[config.mk]
export PLATFORM = sky130hd
export DESIGN_NAME = alu_op_sequencer_flat
export DESIGN_NICKNAME = d
export VERILOG_FILES = /design/src/rtl/alu_seq_pkg.sv /design/src/rtl/alu_op_sequencer_if.sv /design/src/rtl/alu_seq_rsp_reg.sv /design/src/rtl/alu_op_sequencer.sv /design/src/flat_wrapper.sv
export SDC_FILE = /design/constraint.sdc
export NUM_CORES = 1
export LEC_CHECK = 0
export ABC_AREA = 1
export CAP_MARGIN = 5
export CORE_MARGIN = 5
export CORE_UTILIZATION = 38
export CTS_CLUSTER_DIAMETER = 150
export CTS_CLUSTER_SIZE = 24
export DETAILED_ROUTE_END_ITERATION = 7
export PLACE_DENSITY = 0.8
export SLEW_MARGIN = 10
export SYNTH_ARGS = -nofsm -noshare
export SYNTH_HDL_FRONTEND = slang
export SYNTH_SLANG_ARGS = --single-unit
export TNS_END_PERCENT = 10
[constraint.sdc]
create_clock -name clk -period 1.53 [get_ports clk]
set_clock_uncertainty 0.15 [all_clocks]
set_input_delay 0.153 -clock clk [delete_from_list [all_inputs] [get_ports clk]]
set_output_delay 0.153 -clock clk [all_outputs]
set_load 0.01 [all_outputs]
[src/rtl/alu_seq_pkg.sv]
// Shared constants, op classifiers and FSM state type for the ALU op sequencer.
// Contents: datapath widths, OP_* encodings, flag bit indices, state_e.
package alu_seq_pkg;

  localparam int unsigned W     = 8;
  localparam int unsigned CNT_W = 3;
  localparam int unsigned OP_W  = 3;

  // Op encodings: 00x adder, 101/110 logic, everything else shifter
  localparam logic [OP_W-1:0] OP_ADD = 3'b000;
  localparam logic [OP_W-1:0] OP_SUB = 3'b001;
  localparam logic [OP_W-1:0] OP_SHL = 3'b010;
  localparam logic [OP_W-1:0] OP_SHR = 3'b011;
  localparam logic [OP_W-1:0] OP_ROL = 3'b100;
  localparam logic [OP_W-1:0] OP_AND = 3'b101;
  localparam logic [OP_W-1:0] OP_OR  = 3'b110;
  localparam logic [OP_W-1:0] OP_ROR = 3'b111;

  // Bit positions inside the {N,V,C,Z} flag vector
  localparam int unsigned F_N = 3;
  localparam int unsigned F_V = 2;
  localparam int unsigned F_C = 1;
  localparam int unsigned F_Z = 0;

  typedef enum logic [1:0] {
    S_IDLE = 2'd0,
    S_EXEC = 2'd1,
    S_DONE = 2'd2
  } state_e;

  function automatic logic is_adder(input logic [OP_W-1:0] op);
    return op[2:1] == 2'b00;
  endfunction

  function automatic logic is_logic(input logic [OP_W-1:0] op);
    return (op == OP_AND) || (op == OP_OR);
  endfunction

  function automatic logic is_shift(input logic [OP_W-1:0] op);
    return !is_adder(op) && !is_logic(op);
  endfunction

endpackage

[src/rtl/alu_op_sequencer_if.sv]
// Request/response handshake bundle between the control path and the sequencer.
// master: requester side (drives req_*, rsp_ready); slave: sequencer side.
interface alu_seq_if;
  import alu_seq_pkg::*;

  logic             req_valid;
  logic             req_ready;
  logic [OP_W-1:0]  req_op;
  logic [W-1:0]     req_a;
  logic [W-1:0]     req_b;
  logic [CNT_W-1:0] req_cnt;
  logic             rsp_valid;
  logic             rsp_ready;
  logic [W-1:0]     rsp_y;
  logic [3:0]       rsp_nvcz;

  modport master (
    output req_valid, req_op, req_a, req_b, req_cnt, rsp_ready,
    input  req_ready, rsp_valid, rsp_y, rsp_nvcz
  );

  modport slave (
    input  req_valid, req_op, req_a, req_b, req_cnt, rsp_ready,
    output req_ready, rsp_valid, rsp_y, rsp_nvcz
  );

endinterface

[src/rtl/alu_seq_rsp_reg.sv]
// Response register: holds final Y/flags and rsp_valid until consumed.
// Optional macro ALU_SEQ_CARRY_CHAIN_EN adds a carry register (carry_ld/carry ports)
// that remembers the C flag of the last completed adder op.
// Ports: clk, rst, capture (last pass), consume (rsp accepted), y_in, nvcz_in,
//        rsp_y, rsp_nvcz, rsp_valid.
module alu_seq_rsp_reg
  import alu_seq_pkg::*;
(
  input  logic         clk,
  input  logic         rst,
`ifdef ALU_SEQ_CARRY_CHAIN_EN
  input  logic         carry_ld,
  output logic         carry,
`endif
  input  logic         capture,
  input  logic         consume,
  input  logic [W-1:0] y_in,
  input  logic [3:0]   nvcz_in,
  output logic [W-1:0] rsp_y,
  output logic [3:0]   rsp_nvcz,
  output logic         rsp_valid
);

  // Result capture; flags are those of the final pass only
  always_ff @(posedge clk or posedge rst) begin
    if (rst) begin
      rsp_y     <= '0;
      rsp_nvcz  <= '0;
      rsp_valid <= 1'b0;
    end else if (capture) begin
      rsp_y     <= y_in;
      rsp_nvcz  <= nvcz_in;
      rsp_valid <= 1'b1;
    end else if (consume) begin
      rsp_valid <= 1'b0;
    end
  end

`ifdef ALU_SEQ_CARRY_CHAIN_EN
  // Carry for multi-byte chaining; only adder ops update it
  always_ff @(posedge clk or posedge rst) begin
    if (rst) begin
      carry <= 1'b0;
    end else if (capture && carry_ld) begin
      carry <= nvcz_in[F_C];
    end
  end
`endif

endmodule

[src/rtl/alu_op_sequencer.sv]
// Sequences the combinational ALU for one requester: accepts an op, drives the ALU,
// repeats shifter ops req_cnt+1 times by feeding Y back into A, then returns the
// final Y and {N,V,C,Z}. FSM IDLE->EXEC->DONE->IDLE.
// Ports: clk, rst (async, active high), bus (alu_seq_if.slave request/response),
//        alu_op/alu_a/alu_b/alu_cin to ALU, alu_y/alu_nvcz from ALU, busy.
// Optional macro ALU_SEQ_CARRY_CHAIN_EN: feed last adder carry into alu_cin.
module alu_op_sequencer
  import alu_seq_pkg::*;
(
  input  logic            clk,
  input  logic            rst,
  alu_seq_if.slave        bus,
  output logic [OP_W-1:0] alu_op,
  output logic [W-1:0]    alu_a,
  output logic [W-1:0]    alu_b,
  output logic            alu_cin,
  input  logic [W-1:0]    alu_y,
  input  logic [3:0]      alu_nvcz,
  output logic            busy
);

  state_e           state;
  logic [CNT_W-1:0] remaining;
  logic             capture;
  logic             consume;
`ifdef ALU_SEQ_CARRY_CHAIN_EN
  logic             carry;
`endif

  assign bus.req_ready = (state == S_IDLE);
  assign busy          = (state != S_IDLE);
  assign capture       = (state == S_EXEC) && (remaining == '0);
  assign consume       = (state == S_DONE) && bus.rsp_ready;

  // Control FSM and registered ALU drive
  always_ff @(posedge clk or posedge rst) begin
    if (rst) begin
      state     <= S_IDLE;
      remaining <= '0;
      alu_op    <= '0;
      alu_a     <= '0;
      alu_b     <= '0;
`ifdef ALU_SEQ_CARRY_CHAIN_EN
      alu_cin   <= 1'b0;
`endif
    end else begin
      case (state)
        S_IDLE: begin
          if (bus.req_valid) begin
            alu_op    <= bus.req_op;
            alu_a     <= bus.req_a;
            alu_b     <= bus.req_b;
            remaining <= is_shift(bus.req_op) ? bus.req_cnt : '0;
`ifdef ALU_SEQ_CARRY_CHAIN_EN
            alu_cin   <= is_adder(bus.req_op) & carry;
`endif
            state     <= S_EXEC;
          end
        end
        S_EXEC: begin
          if (remaining == '0) begin
`ifdef ALU_SEQ_CARRY_CHAIN_EN
            alu_cin <= 1'b0;
`endif
            state   <= S_DONE;
          end else begin
            // Shift pass feedback: next pass operates on this pass's result
            alu_a     <= alu_y;
            remaining <= remaining - CNT_W'(1);
          end
        end
        S_DONE: begin
          if (bus.rsp_ready) begin
            state <= S_IDLE;
          end
        end
        default: state <= S_IDLE;
      endcase
    end
  end

`ifndef ALU_SEQ_CARRY_CHAIN_EN
  assign alu_cin = 1'b0;
`endif

  alu_seq_rsp_reg u_rsp_reg (
    .clk       (clk),
    .rst       (rst),
`ifdef ALU_SEQ_CARRY_CHAIN_EN
    .carry_ld  (is_adder(alu_op)),
    .carry     (carry),
`endif
    .capture   (capture),
    .consume   (consume),
    .y_in      (alu_y),
    .nvcz_in   (alu_nvcz),
    .rsp_y     (bus.rsp_y),
    .rsp_nvcz  (bus.rsp_nvcz),
    .rsp_valid (bus.rsp_valid)
  );

endmodule
[src/flat_wrapper.sv]
// flat-port wrapper written by rule: the top's interface ports become plain ports
module alu_op_sequencer_flat import alu_seq_pkg::*;
  (clk, rst, alu_op, alu_a, alu_b, alu_cin, alu_y, alu_nvcz, busy, bus_req_valid, bus_req_op, bus_req_a, bus_req_b, bus_req_cnt, bus_rsp_ready, bus_req_ready, bus_rsp_valid, bus_rsp_y, bus_rsp_nvcz);
  alu_seq_if bus_i ();
  input  logic clk;
  input  logic rst;
  output logic [OP_W-1:0] alu_op;
  output logic [W-1:0] alu_a;
  output logic [W-1:0] alu_b;
  output logic alu_cin;
  input  logic [W-1:0] alu_y;
  input  logic [3:0] alu_nvcz;
  output logic busy;
  input wire logic [$bits(bus_i.req_valid)-1:0] bus_req_valid;
  input wire logic [$bits(bus_i.req_op)-1:0] bus_req_op;
  input wire logic [$bits(bus_i.req_a)-1:0] bus_req_a;
  input wire logic [$bits(bus_i.req_b)-1:0] bus_req_b;
  input wire logic [$bits(bus_i.req_cnt)-1:0] bus_req_cnt;
  input wire logic [$bits(bus_i.rsp_ready)-1:0] bus_rsp_ready;
  output wire logic [$bits(bus_i.req_ready)-1:0] bus_req_ready;
  output wire logic [$bits(bus_i.rsp_valid)-1:0] bus_rsp_valid;
  output wire logic [$bits(bus_i.rsp_y)-1:0] bus_rsp_y;
  output wire logic [$bits(bus_i.rsp_nvcz)-1:0] bus_rsp_nvcz;
  assign bus_i.req_valid = bus_req_valid;
  assign bus_i.req_op = bus_req_op;
  assign bus_i.req_a = bus_req_a;
  assign bus_i.req_b = bus_req_b;
  assign bus_i.req_cnt = bus_req_cnt;
  assign bus_i.rsp_ready = bus_rsp_ready;
  assign bus_req_ready = bus_i.req_ready;
  assign bus_rsp_valid = bus_i.rsp_valid;
  assign bus_rsp_y = bus_i.rsp_y;
  assign bus_rsp_nvcz = bus_i.rsp_nvcz;
  alu_op_sequencer u_core (.clk(clk), .rst(rst), .bus(bus_i), .alu_op(alu_op), .alu_a(alu_a), .alu_b(alu_b), .alu_cin(alu_cin), .alu_y(alu_y), .alu_nvcz(alu_nvcz), .busy(busy));
endmodule
==> impl_metrics.prom, run 1 <==
# TYPE chip_impl_metric gauge
chip_impl_metric{name="peakVddDrop",unit="V"} 0.000844
chip_impl_metric{name="area_delta_synth_final",unit="%"} 58.1
chip_impl_metric{name="yosys-mux-area-fraction",unit="%"} 0
chip_impl_metric{name="timing.critical_path.arrival",unit="ns"} 1.20
chip_impl_info{name="timing.critical_path.from_type",value="flop"} 1
chip_impl_metric{name="mappedNetlistNets",unit=""} 245
chip_impl_metric{name="timing_limited_maximum_frequency",unit="GHz"} 0.665
chip_impl_metric{name="leakage",unit="nW"} 1.52
chip_impl_metric{name="finalCoreUtilization",unit="%"} 62.2
chip_impl_metric{name="synth_area_per_cell",unit="um^2"} 8.36
chip_impl_metric{name="initial_utilization",unit="%"} 39.3
chip_impl_metric{name="ys_seq_elements",unit=""} 37
chip_impl_metric{name="grt_start_max_net_pins",unit=""} 38
chip_impl_metric{name="worstPathRequired",unit="ns"} 1.23
chip_impl_metric{name="synth_compound_area_share",unit="%"} 8.40
chip_impl_metric{name="clock_sinks",unit=""} 37
chip_impl_info{name="status",value="finished clean"} 1
chip_impl_metric{name="drt_drc_violations_left",unit=""} 0
chip_impl_metric{name="report.final.slew_viol_count",unit=""} 0
chip_impl_metric{name="gp_congestion",unit=""} 0.719
chip_impl_metric{name="fp.dieArea",unit="mm^2"} 0.00595
chip_impl_metric{name="total_number_of_vias",unit=""} 1504
chip_impl_metric{name="placedCellCount",unit=""} 328
chip_impl_metric{name="synth-warning-count",unit=""} 0
chip_impl_metric{name="synth.top_cell.area_share",unit="%"} 54.1
chip_impl_info{name="crit_path_cells",value="clkdlybuf4s50_1"} 1
chip_impl_metric{name="critical_path.max_fanout",unit=""} 2
chip_impl_info{name="timing.setup.critical_path_class",value="reg -> out"} 1
chip_impl_metric{name="placeableCoreArea",unit="mm^2"} 0.00435
chip_impl_metric{name="p_per_area",unit="mW/mm^2"} 1950
chip_impl_metric{name="chipHeight",unit="um"} 77.1
chip_impl_metric{name="iteration_count_of_the_initial_detailed_routing_pass",unit=""} 4
chip_impl_metric{name="period_needed",unit="ns"} 1.50
chip_impl_metric{name="cp_num_buf_inv",unit=""} 1
chip_impl_metric{name="die_w",unit="um"} 77.1
chip_impl_metric{name="io_pins",unit=""} 73
chip_impl_metric{name="cp_slowest_stage_delay",unit="ns"} 0.54
chip_impl_metric{name="latest_clock_arrival_within_the_worst_skew_pair",unit="ns"} 0.28
chip_impl_metric{name="cts_made_buffers",unit=""} 5
chip_impl_metric{name="ctsHtreeMaxLevel",unit=""} 2
chip_impl_metric{name="post_route_cells_drive_above_1_share",unit="%"} 15.3
chip_impl_metric{name="initialDrtViolationCount",unit=""} 44
chip_impl_metric{name="hold_buffers",unit=""} 0
chip_impl_metric{name="clk_transition_reported_paths",unit="ns"} 0.07
chip_impl_metric{name="synth.cell_area",unit="mm^2"} 0.00171
chip_impl_metric{name="parity_gate_share_of_the_synthesized_area_counting_xor_and_xnor_cells",unit="%"} 0.511
chip_impl_info{name="tritoncts_clock_tree",value="yes"} 1
chip_impl_metric{name="postLayoutCellArea",unit="mm^2"} 0.00271
chip_impl_info{name="hold_path.class",value="in -> async"} 1
chip_impl_info{name="critPathTopFamily",value="buffers and inverters"} 1
chip_impl_metric{name="timing_hold_violations_final",unit=""} 0
chip_impl_metric{name="insertedDiodeCount",unit=""} 0
chip_impl_info{name="grt_setup_unrepaired",value="yes"} 1
chip_impl_metric{name="post_synth_num_cell_types",unit=""} 23
chip_impl_metric{name="final_min_period_over_clock_period",unit="%"} 98.4
chip_impl_info{name="synth_area_leader_cell",value="sky130_fd_sc_hd__dfrtp_1"} 1
chip_impl_metric{name="post_synth_inst_count",unit=""} 205
chip_impl_metric{name="maxCapViolations",unit=""} 0
chip_impl_metric{name="placementRows",unit=""} 24
chip_impl_metric{name="first_global_vias",unit=""} 1447
chip_impl_metric{name="dp.final_hpwl",unit="um"} 3230
chip_impl_metric{name="dpl_cell_area",unit="mm^2"} 0.00252
chip_impl_metric{name="grt_pass1_wl",unit="um"} 6800
chip_impl_metric{name="setup_viol",unit=""} 0
chip_impl_metric{name="antenna_found_initial",unit=""} 0
chip_impl_metric{name="synth-seq-area-share",unit="%"} 54.1
chip_impl_info{name="main_combinational_cell_family_by_area_after_synthesis",value="simple AND/OR/NAND/NOR gates"} 1
chip_impl_metric{name="ant_nets_after_route",unit=""} 0
chip_impl_metric{name="grt_remaining_overflow",unit=""} 0
chip_impl_metric{name="post_drt_via_cell_ratio",unit=""} 4.44
chip_impl_metric{name="simple_gate_share_of_the_synthesized_area",unit="%"} 26.7
chip_impl_metric{name="wirelength",unit="um"} 4200
chip_impl_info{name="critical-path-slowest-cell",value="sky130_fd_sc_hd__clkdlybuf4s50_1"} 1
chip_impl_metric{name="finish.cell_count_without_fillers",unit=""} 339
chip_impl_metric{name="detail_routed_net_length_per_standard_cell",unit="um"} 12.4
chip_impl_metric{name="placement.io_buffers",unit=""} 71
chip_impl_metric{name="final_nets",unit=""} 326
chip_impl_info{name="critPathCaptureType",value="primary output"} 1
chip_impl_metric{name="synthAdderAreaFrac",unit="%"} 1.46
chip_impl_info{name="synth_area_leaders",value="sky130_fd_sc_hd__dfrtp_1 54%, sky130_fd_sc_hd__nand2_1 22%, sky130_fd_sc_hd__o21ai_2 4.1%"} 1
chip_impl_info{name="cts_root_buffer",value="sky130_fd_sc_hd__clkbuf_8"} 1
chip_impl_metric{name="overall_routing_resource_usage",unit="%"} 14.0
chip_impl_metric{name="total_power",unit="mW"} 5.29
chip_impl_metric{name="clock_tree.buffer_depth",unit=""} 2
[power breakdown]
group	internal [mW]	switching [mW]
Clock	0.315	0.321
Sequential	1.45	0.282
Combinational	1.46	1.46
Total	3.23	2.07
[state kept, by name, indices dropped and copies added (netlist names)]
register,flops
u_core.alu_a,8
u_core.alu_b,8
u_core.u_rsp_reg.rsp_y,8
u_core.u_rsp_reg.rsp_nvcz,4
u_core.alu_op,3
u_core.remaining,3
u_core.state,2
u_core.u_rsp_reg.rsp_valid,1
[layout make-up]
class | count | area [um^2]
clock buffers | 6 | 72.6
clock inverters | 2 | 10.0
fillers | 384 | 1650
inverters | 22 | 92.6
multi-input cells | 139 | 679
flip-flops and latches | 37 | 927
well taps | 52 | 65.1
repair buffers | 80 | 855
repair inverters | 1 | 6.26
[synthesized netlist by cell type]
master,n
sky130_fd_sc_hd__buf_2,2
sky130_fd_sc_hd__buf_4,1
sky130_fd_sc_hd__buf_6,4
sky130_fd_sc_hd__clkinv_1,1
sky130_fd_sc_hd__conb_1,1
sky130_fd_sc_hd__dfrtp_1,37
sky130_fd_sc_hd__ha_1,2
sky130_fd_sc_hd__inv_1,18
sky130_fd_sc_hd__inv_2,2
sky130_fd_sc_hd__inv_4,1
sky130_fd_sc_hd__nand2_1,100
sky130_fd_sc_hd__nand2_2,2
sky130_fd_sc_hd__nand2_4,1
sky130_fd_sc_hd__nand3_1,5
sky130_fd_sc_hd__nor2_1,4
sky130_fd_sc_hd__nor2_2,2
sky130_fd_sc_hd__o21ai_0,9
sky130_fd_sc_hd__o21ai_1,1
sky130_fd_sc_hd__o21ai_2,8
sky130_fd_sc_hd__o21ai_4,1
sky130_fd_sc_hd__o31ai_1,1
sky130_fd_sc_hd__or2_0,1
sky130_fd_sc_hd__xor2_1,1
[per-stage QoR]
| stage | setup WS (ns) | hold WS (ns) | TNS (ns) |
|---|---|---|---|
| finish | 0.0252 | 0.0777 | 0 |
| global route | -0.0373 | 0.0959 | -0.254 |
| CTS | 0.0137 | 0.0789 | 0 |
| detailed placement | 0.00115 | 0.313 | 0 |
| global placement | 0.0614 | 0.303 | 0 |
| floorplan | 0.0432 | 0.0986 | 0 |
[layer usage]
layer / GRT usage (%) / wire length, um
met5: 0 / 0
met4: 2.58 / 31
met3: 5.97 / 332
met2: 21.1 / 1810
met1: 18.9 / 2030
[worst paths after layout]
check / startpoint / to / slack (ns) / cells past startpoint
max: u_core.alu_a[6]$_DFFE_PP0P_ / alu_a[6] / 0.03 / 1
min: rst / u_core.alu_b[1]$_DFFE_PP0P_ / 0.08 / 3
max reg2reg: u_core.remaining[0]$_DFFE_PP0P_ / u_core.remaining[0]$_DFFE_PP0P_ / 0.05 / 8
min reg2reg: u_core.alu_b[5]$_DFFE_PP0P_ / u_core.alu_b[5]$_DFFE_PP0P_ / 0.32 / 2
max in group asynchronous: rst / u_core.state[0]$_DFFE_PP0P_ / 0.95 / 3
min in group clk: bus_req_b[5] / u_core.alu_b[5]$_DFFE_PP0P_ / 0.25 / 3
[kinds of logic (layout without fill, tap and decap cells)]
group	after synthesis	in the layout
xor+xnor	1	1
compound gates	20	20
simple gates	115	115
other cells	1	1
fa+ha+maj	2	2
flops	37	37
buf+inv	29	111
[placed cells by master, fill, tap and decap left out, types with 2 or more instances in the layout]
cell type                          n
sky130_fd_sc_hd__buf_12            3
sky130_fd_sc_hd__buf_4             5
sky130_fd_sc_hd__clkbuf_8          5
sky130_fd_sc_hd__clkdlybuf4s50_1  54
sky130_fd_sc_hd__clkinv_2          2
sky130_fd_sc_hd__dfrtp_1          36
sky130_fd_sc_hd__dlygate4sd2_1     2
sky130_fd_sc_hd__dlymetal6s2s_1   15
sky130_fd_sc_hd__inv_1            15
sky130_fd_sc_hd__inv_2             3
sky130_fd_sc_hd__inv_4             3
sky130_fd_sc_hd__nand2_1          95
sky130_fd_sc_hd__nand2_2           5
sky130_fd_sc_hd__nand2_4           3
sky130_fd_sc_hd__nand3_1           5
sky130_fd_sc_hd__nor2_1            4
sky130_fd_sc_hd__o21ai_0           9
sky130_fd_sc_hd__o21ai_2           8
[repair_timing]
action | 4_1_cts | 5_1_grt
cloned | 0 | 1
setup buffers | 0 | 2
endpoints found under the hold margin | 0 | 0
gates resized for setup | 3 | 33
setup endpoints to repair | 8 | 38
pin swaps | 1 | 5
Note: power is estimated with default switching activity, not from simulation.
==> run 2: changes to the inputs <==
Settings changed: CAP_MARGIN 5 to 20, CORE_MARGIN 5 to default.
==> run 2 against run 1 <==
Utilization shrank 0.72 points; sequential cell count did not move; combinational power down 3%; non-clock buffer count up 2; hold slack got worse by 0.0088 ns; register-to-register slack about the same; count of clock-buffer cells in the layout did not move; critical path depth stayed put; clock power increased by 2%; fmax grew 1.0%; first-iteration DRC count is 48% higher; total power shrank 1.4%.
==> impl_metrics.prom, run 2 (same netlist as run 1, synthesis figures left out) <==
# TYPE chip_impl_metric gauge
chip_impl_info{name="layout_common_cells",value="100 x sky130_fd_sc_hd__nand2_1, 62 x sky130_fd_sc_hd__clkdlybuf4s50_1, 36 x sky130_fd_sc_hd__dfrtp_1"} 1
chip_impl_metric{name="worstPathRequired",unit="ns"} 1.23
chip_impl_metric{name="iteration_count_of_the_initial_detailed_routing_pass",unit=""} 4
chip_impl_metric{name="period_needed",unit="ns"} 1.49
chip_impl_metric{name="post_drt_via_cell_ratio",unit=""} 4.51
chip_impl_metric{name="setup_viol",unit=""} 0
chip_impl_metric{name="final_nets",unit=""} 327
chip_impl_metric{name="antenna_found_initial",unit=""} 0
chip_impl_metric{name="critical_path.max_fanout",unit=""} 2
chip_impl_metric{name="total_number_of_vias",unit=""} 1534
chip_impl_metric{name="clock_sinks",unit=""} 37
chip_impl_metric{name="final_min_period_over_clock_period",unit="%"} 97.4
chip_impl_metric{name="timing_limited_maximum_frequency",unit="GHz"} 0.671
chip_impl_metric{name="p_per_area",unit="mW/mm^2"} 1950
chip_impl_metric{name="grt_pass1_wl",unit="um"} 6580
chip_impl_metric{name="initialDrtViolationCount",unit=""} 65
chip_impl_info{name="hold_path.class",value="in -> async"} 1
chip_impl_metric{name="maxCapViolations",unit=""} 0
chip_impl_metric{name="ctsHtreeMaxLevel",unit=""} 2
chip_impl_info{name="grt_setup_unrepaired",value="yes"} 1
chip_impl_metric{name="initial_utilization",unit="%"} 39.3
chip_impl_metric{name="placeableCoreArea",unit="mm^2"} 0.00435
chip_impl_metric{name="grt_remaining_overflow",unit=""} 0
chip_impl_metric{name="cts_made_buffers",unit=""} 5
chip_impl_metric{name="ant_nets_after_route",unit=""} 0
chip_impl_info{name="timing.critical_path.from_type",value="flop"} 1
chip_impl_info{name="status",value="finished clean"} 1
chip_impl_metric{name="timing_hold_violations_final",unit=""} 0
chip_impl_info{name="worst_setup_path_startpoint",value="u_core.u_rsp_reg.rsp_y[6]$_DFFE_PP0P_"} 1
chip_impl_metric{name="fp.dieArea",unit="mm^2"} 0.00478
chip_impl_info{name="timing.setup.critical_path_class",value="reg -> out"} 1
chip_impl_metric{name="dpl_cell_area",unit="mm^2"} 0.00250
chip_impl_metric{name="die_w",unit="um"} 69.1
chip_impl_metric{name="leakage",unit="nW"} 1.43
chip_impl_metric{name="insertedDiodeCount",unit=""} 0
chip_impl_metric{name="wirelength",unit="um"} 4000
chip_impl_info{name="worst_r2r_dst",value="u_core.u_rsp_reg.rsp_nvcz[0]$_DFFE_PP0P_"} 1
chip_impl_metric{name="io_pins",unit=""} 73
chip_impl_metric{name="peakVddDrop",unit="V"} 0.00105
chip_impl_metric{name="timing.critical_path.arrival",unit="ns"} 1.19
chip_impl_metric{name="detail_routed_net_length_per_standard_cell",unit="um"} 11.8
chip_impl_metric{name="grt_start_max_net_pins",unit=""} 38
chip_impl_info{name="cts_root_buffer",value="sky130_fd_sc_hd__clkbuf_8"} 1
chip_impl_metric{name="area.sequential",unit="um^2"} 927
chip_impl_metric{name="total_power",unit="mW"} 5.22
chip_impl_metric{name="area_delta_synth_final",unit="%"} 56.2
chip_impl_metric{name="multi_input_comb_area",unit="um^2"} 666
chip_impl_metric{name="finalWorstSetupSlack",unit="ns"} 0.0404
chip_impl_metric{name="gp_congestion",unit=""} 0.824
chip_impl_metric{name="chipHeight",unit="um"} 69.1
chip_impl_info{name="critPathTopFamily",value="buffers and inverters"} 1
chip_impl_metric{name="placementRows",unit=""} 24
chip_impl_metric{name="overall_routing_resource_usage",unit="%"} 17.5
chip_impl_info{name="reg.largest.list",value="u_core.alu_a: 8 flops, u_core.alu_b: 8 flops, u_core.u_rsp_reg.rsp_y: 8 flops"} 1
chip_impl_info{name="commonest_non_fill_non_tap_cell_in_the_layout",value="sky130_fd_sc_hd__nand2_1"} 1
chip_impl_info{name="crit_path_cells",value="clkdlybuf4s50_1"} 1
chip_impl_metric{name="latest_clock_arrival_within_the_worst_skew_pair",unit="ns"} 0.28
chip_impl_info{name="rr_startpoint",value="u_core.remaining[1]$_DFFE_PP0P_"} 1
chip_impl_metric{name="placement.io_buffers",unit=""} 71
chip_impl_metric{name="dp.final_hpwl",unit="um"} 2850
chip_impl_info{name="critPathCaptureType",value="primary output"} 1
chip_impl_metric{name="r2r.worst_path.cells",unit=""} 8
chip_impl_metric{name="fill_cells",unit=""} 379
chip_impl_metric{name="report.final.slew_viol_count",unit=""} 0
chip_impl_metric{name="drt_drc_violations_left",unit=""} 0
chip_impl_metric{name="postLayoutCellArea",unit="mm^2"} 0.00268
chip_impl_metric{name="setup.reg_to_reg.worst_slack",unit="ns"} 0.05
chip_impl_metric{name="dpl_worst_slack",unit="ns"} 0.0215
chip_impl_info{name="critical-path-slowest-cell",value="sky130_fd_sc_hd__clkdlybuf4s50_1"} 1
chip_impl_metric{name="post_route_cells_drive_above_1_share",unit="%"} 13.5
chip_impl_metric{name="cp_num_buf_inv",unit=""} 1
chip_impl_info{name="tritoncts_clock_tree",value="yes"} 1
chip_impl_metric{name="final.setup.tns",unit="ns"} 0
chip_impl_metric{name="clk_transition_reported_paths",unit="ns"} 0.07
chip_impl_metric{name="hold_buffers",unit=""} 0
chip_impl_metric{name="clock_tree.buffer_depth",unit=""} 2
chip_impl_metric{name="cp_slowest_stage_delay",unit="ns"} 0.54
chip_impl_metric{name="first_global_vias",unit=""} 1442
-- run 2: cell count changes in the layout (fill, tap and decap cells not counted), moves of 2 or more --
cell | before | now
sky130_fd_sc_hd__dlymetal6s2s_1 | 15 | 7
sky130_fd_sc_hd__nand2_4 | 3 | 1
sky130_fd_sc_hd__clkdlybuf4s50_1 | 54 | 62
sky130_fd_sc_hd__buf_4 | 5 | 8
sky130_fd_sc_hd__inv_4 | 3 | 1
sky130_fd_sc_hd__nand2_1 | 95 | 100
sky130_fd_sc_hd__nand2_2 | 5 | 1
-- run 2: routing by layer --
| layer | vias to the layer above | wire length [um] | GRT usage, % |
|---|---|---|---|
| met1 | 678 | 1770 | 22.6 |
| met3 | 11 | 230 | 4.82 |
| met5 | - | 0 | 0 |
| li1 | 785 | - | - |
| met4 | 0 | 87 | 7.71 |
| met2 | 60 | 1910 | 27.3 |
-- run 2: final cells by class --
cell class	count	area share (%)
Multi-Input combinational cell	139	24.9
Clock buffer	6	2.71
Clock inverter	2	0.374
Inverter	22	3.18
Timing Repair Buffer	82	31.8
Sequential cell	37	34.6
Tap cell	52	2.43
-- run 2: where the power goes --
group / total, mW / internal, mW / switching, mW
clock network: 0.648 / 0.316 / 0.332
logic: 2.84 / 1.46 / 1.38
registers: 1.73 / 1.45 / 0.278
total: 5.22 / 3.23 / 1.99
-- run 2: worst max path at each step --
stage	depth (start not counted)	end	slack (ns)
global route	8	u_core.u_rsp_reg.rsp_nvcz[2]$_DFFE_PP0P_	-0.03
finish	1	bus_rsp_y[6]	0.04
CTS	8	u_core.u_rsp_reg.rsp_y[0]$_DFFE_PP0P_	0.005
global placement	8	u_core.u_rsp_reg.rsp_y[2]$_DFFE_PP0P_	0.08
detailed placement	8	u_core.u_rsp_reg.rsp_y[0]$_DFFE_PP0P_	0.02
floorplan	8	u_core.u_rsp_reg.rsp_y[0]$_DFFE_PP0P_	0.04
-- run 2: per-stage QoR --
stage | cells | hold slack, ns | utilization (%)
final | 340 | 0.0689 | 61.5
after global routing | 340 | 0.0976 | 61.5
after CTS | 336 | 0.0845 | 59.3
after detailed placement | 328 | 0.308 | 57.5
after global placement | 328 | 0.306 | 57.5
after floorplan | 205 | 0.0986 | -
-- run 2: timing repair --
item,4_1_cts,5_1_grt
cloned,0,1
setup endpoints to repair,2,32
pin swaps,1,1
gates resized for setup,2,15
setup buffers,0,3
==> run 3: changes to the inputs <==
Settings changed: CORE_MARGIN from default to 10, HOLD_SLACK_MARGIN from default to 0.06, SLEW_MARGIN 10 to default.
==> run 3 against run 2 <==
Total power rose by 2.7%; largest power group unchanged; utilization rose by 0.98 points; routed wire length rose by 15%; fmax fell by 0.22%; highest routed layer unchanged; hold slack got worse by 0.0042 ns; non-clock buffer count fell by 1; critical path depth did not move; count of clock-buffer cells in the layout fell by 1; final cell count fell by 0.59%; clock power rose by 24%.
==> impl_metrics.prom, run 3 (same netlist as run 1, synthesis figures left out) <==
# TYPE chip_impl_metric gauge
chip_impl_info{name="worst_setup_path_startpoint",value="u_core.alu_a[0]$_DFFE_PP0P_"} 1
chip_impl_info{name="critical-path-slowest-cell",value="sky130_fd_sc_hd__clkdlybuf4s50_1"} 1
chip_impl_metric{name="iteration_count_of_the_initial_detailed_routing_pass",unit=""} 4
chip_impl_metric{name="setup_viol",unit=""} 0
chip_impl_metric{name="r2r.worst_path.cells",unit=""} 8
chip_impl_info{name="crit_path_cells",value="clkdlybuf4s50_1"} 1
chip_impl_metric{name="power.switching_fraction",unit="%"} 37.8
chip_impl_metric{name="total_power",unit="mW"} 5.36
chip_impl_info{name="commonest_non_fill_non_tap_cell_in_the_layout",value="sky130_fd_sc_hd__nand2_1"} 1
chip_impl_metric{name="cp_slowest_stage_delay",unit="ns"} 0.54
chip_impl_metric{name="clk_transition_reported_paths",unit="ns"} 0.07
chip_impl_metric{name="worstSetupPathDepth",unit=""} 1
chip_impl_metric{name="share_clk_of_total_power",unit="%"} 15.0
chip_impl_metric{name="insertedDiodeCount",unit=""} 0
chip_impl_info{name="layout_common_cells",value="97 x sky130_fd_sc_hd__nand2_1, 50 x sky130_fd_sc_hd__clkdlybuf4s50_1, 37 x sky130_fd_sc_hd__dfrtp_1"} 1
chip_impl_metric{name="finalCoreUtilization",unit="%"} 62.4
chip_impl_info{name="timing.critical_path.from_type",value="flop"} 1
chip_impl_metric{name="area.sequential",unit="um^2"} 926
chip_impl_metric{name="initial_utilization",unit="%"} 39.3
chip_impl_metric{name="latest_clock_arrival_within_the_worst_skew_pair",unit="ns"} 0.29
chip_impl_metric{name="report.final.slew_viol_count",unit=""} 0
chip_impl_metric{name="clock_tree.buffer_depth",unit=""} 2
chip_impl_metric{name="critical_path.max_fanout",unit=""} 2
chip_impl_info{name="critPathCaptureType",value="primary output"} 1
chip_impl_metric{name="setup.reg_to_reg.worst_slack",unit="ns"} 0.07
chip_impl_metric{name="grt_start_max_net_pins",unit=""} 38
chip_impl_metric{name="placementRows",unit=""} 24
chip_impl_metric{name="period_needed",unit="ns"} 1.49
chip_impl_metric{name="timing_hold_violations_final",unit=""} 0
chip_impl_metric{name="ctsHtreeMaxLevel",unit=""} 2
chip_impl_metric{name="timing_limited_maximum_frequency",unit="GHz"} 0.670
chip_impl_info{name="hold_path.class",value="in -> async"} 1
chip_impl_metric{name="hold_buffers",unit=""} 0
chip_impl_metric{name="detail_routed_net_length_per_standard_cell",unit="um"} 13.6
chip_impl_metric{name="maxCapViolations",unit=""} 0
chip_impl_metric{name="final_nets",unit=""} 326
chip_impl_info{name="status",value="finished clean"} 1
chip_impl_metric{name="detailroute.wirelength.met2",unit="um"} 2000
chip_impl_metric{name="die_w",unit="um"} 87.1
chip_impl_metric{name="antenna_found_initial",unit=""} 0
chip_impl_metric{name="overall_routing_resource_usage",unit="%"} 12.0
chip_impl_metric{name="worstPathRequired",unit="ns"} 1.23
chip_impl_metric{name="drt_drc_violations_left",unit=""} 0
chip_impl_info{name="route.top_layer_used",value="met4"} 1
chip_impl_metric{name="placement.io_buffers",unit=""} 71
chip_impl_metric{name="peakVddDrop",unit="V"} 0.00101
chip_impl_metric{name="leakage",unit="nW"} 1.56
chip_impl_metric{name="p_per_area",unit="mW/mm^2"} 1970
chip_impl_metric{name="multi_input_comb_area",unit="um^2"} 666
chip_impl_info{name="reg.largest.list",value="u_core.alu_a: 8 flops, u_core.alu_b: 8 flops, u_core.u_rsp_reg.rsp_y: 8 flops"} 1
chip_impl_metric{name="grt_pass1_wl",unit="um"} 7200
chip_impl_info{name="cts_root_buffer",value="sky130_fd_sc_hd__clkbuf_8"} 1
chip_impl_info{name="rr_startpoint",value="u_core.remaining[0]$_DFFE_PP0P_"} 1
chip_impl_metric{name="combPwrFrac",unit="%"} 53.1
chip_impl_metric{name="area_delta_synth_final",unit="%"} 58.7
chip_impl_metric{name="fill_cells",unit=""} 374
chip_impl_metric{name="met3RoutedLength",unit="um"} 394
chip_impl_metric{name="power.sequential.fraction",unit="%"} 31.8
chip_impl_metric{name="initialDrtViolationCount",unit=""} 67
chip_impl_metric{name="switching_power",unit="mW"} 2.03
chip_impl_metric{name="ant_nets_after_route",unit=""} 0
chip_impl_metric{name="io_pins",unit=""} 73
chip_impl_metric{name="cell_internal_pwr",unit="mW"} 3.33
chip_impl_info{name="worst_r2r_dst",value="u_core.u_rsp_reg.rsp_y[4]$_DFFE_PP0P_"} 1
chip_impl_metric{name="clock_sinks",unit=""} 37
chip_impl_metric{name="post_route_cells_drive_above_1_share",unit="%"} 13.6
chip_impl_metric{name="post_drt_via_cell_ratio",unit=""} 4.45
chip_impl_metric{name="chipHeight",unit="um"} 87.1
chip_impl_info{name="grt_setup_unrepaired",value="yes"} 1
chip_impl_metric{name="fp.dieArea",unit="mm^2"} 0.00759
chip_impl_metric{name="final_min_period_over_clock_period",unit="%"} 97.6
chip_impl_metric{name="first_global_vias",unit=""} 1568
chip_impl_metric{name="gp_congestion",unit=""} 0.815
chip_impl_info{name="timing.setup.critical_path_class",value="reg -> out"} 1
chip_impl_info{name="capture_point_of_the_worst_path",value="alu_a[0]"} 1
chip_impl_metric{name="total_number_of_vias",unit=""} 1503
chip_impl_metric{name="timing.critical_path.arrival",unit="ns"} 1.19
chip_impl_info{name="critPathTopFamily",value="buffers and inverters"} 1
chip_impl_metric{name="cts_made_buffers",unit=""} 5
chip_impl_metric{name="wirelength",unit="um"} 4590
chip_impl_metric{name="placeableCoreArea",unit="mm^2"} 0.00435
chip_impl_metric{name="grt_remaining_overflow",unit=""} 0
chip_impl_metric{name="cp_num_buf_inv",unit=""} 1
chip_impl_metric{name="dp.final_hpwl",unit="um"} 3590
chip_impl_metric{name="drt-met1-wl",unit="um"} 2160
chip_impl_info{name="tritoncts_clock_tree",value="yes"} 1
[run 3: tightest hold or removal path: cells and delay by family]
kind / cells / cell delay [ns]
buf+inv: 3 / 0.71
[run 3: through the flow]
step	instances	TNS, ns	setup WS, ns	instance area [um^2]	hold slack (ns)
final	338	0	0.0370	2720	0.0647
after floorplan	205	0	0.0432	1710	0.0986
after detailed placement	329	-0.00500	-0.00255	2510	0.313
after global placement	329	0	0.0735	2510	0.305
after global routing	338	-0.122	-0.0163	2720	0.0863
after CTS	336	0	0.00120	2620	0.0754
[run 3: how the worst min path moves through the flow]
stage / slack, ns / end / depth (start not counted) / from
finish: 0.06 / u_core.alu_b[1]$_DFFE_PP0P_ / 3 / rst
global route: 0.09 / u_core.alu_b[6]$_DFFE_PP0P_ / 3 / rst
CTS: 0.08 / u_core.alu_b[7]$_DFFE_PP0P_ / 3 / rst
detailed placement: 0.31 / u_core.u_rsp_reg.rsp_nvcz[2]$_DFFE_PP0P_ / 2 / u_core.u_rsp_reg.rsp_nvcz[2]$_DFFE_PP0P_
global placement: 0.31 / u_core.alu_a[5]$_DFFE_PP0P_ / 2 / u_core.alu_a[5]$_DFFE_PP0P_
floorplan: 0.1 / u_core.state[1]$_DFFE_PP0P_ / 1 / bus_rsp_ready
[run 3: area by class of cell]
cell class,count,share of cell area [%]
Clock buffer,5,2.53
Sequential cell,37,34.1
Timing Repair Buffer,81,32.1
Clock inverter,2,1.29
Multi-Input combinational cell,139,24.5
Tap cell,52,2.39
Inverter,22,3.13
[run 3: repair_timing]
| action | in CTS | in global routing |
|---|---|---|
| buffers inserted | 0 | 1 |
| gates resized for setup | 4 | 26 |
| pin swaps | 0 | 2 |
| setup endpoints to repair | 12 | 31 |
| cloned | 0 | 1 |
[run 3: power groups by stage]
stage / registers [mW] / clock network, mW / logic, mW
CTS: 1.71 / 0.833 / 2.81
finish: 1.71 / 0.806 / 2.85
floorplan: 1.90 / 0 / 1.30
detailed placement: 1.72 / 0 / 2.82
global placement: 1.70 / 0 / 2.74
global route: 1.76 / 0.882 / 3.18
[run 3: routing by layer]
metal	up-vias	global-route usage (%)
met5	-	0
met4	0	4.35
met3	4	5.62
met2	53	17.9
met1	667	14.8
li1	779	-
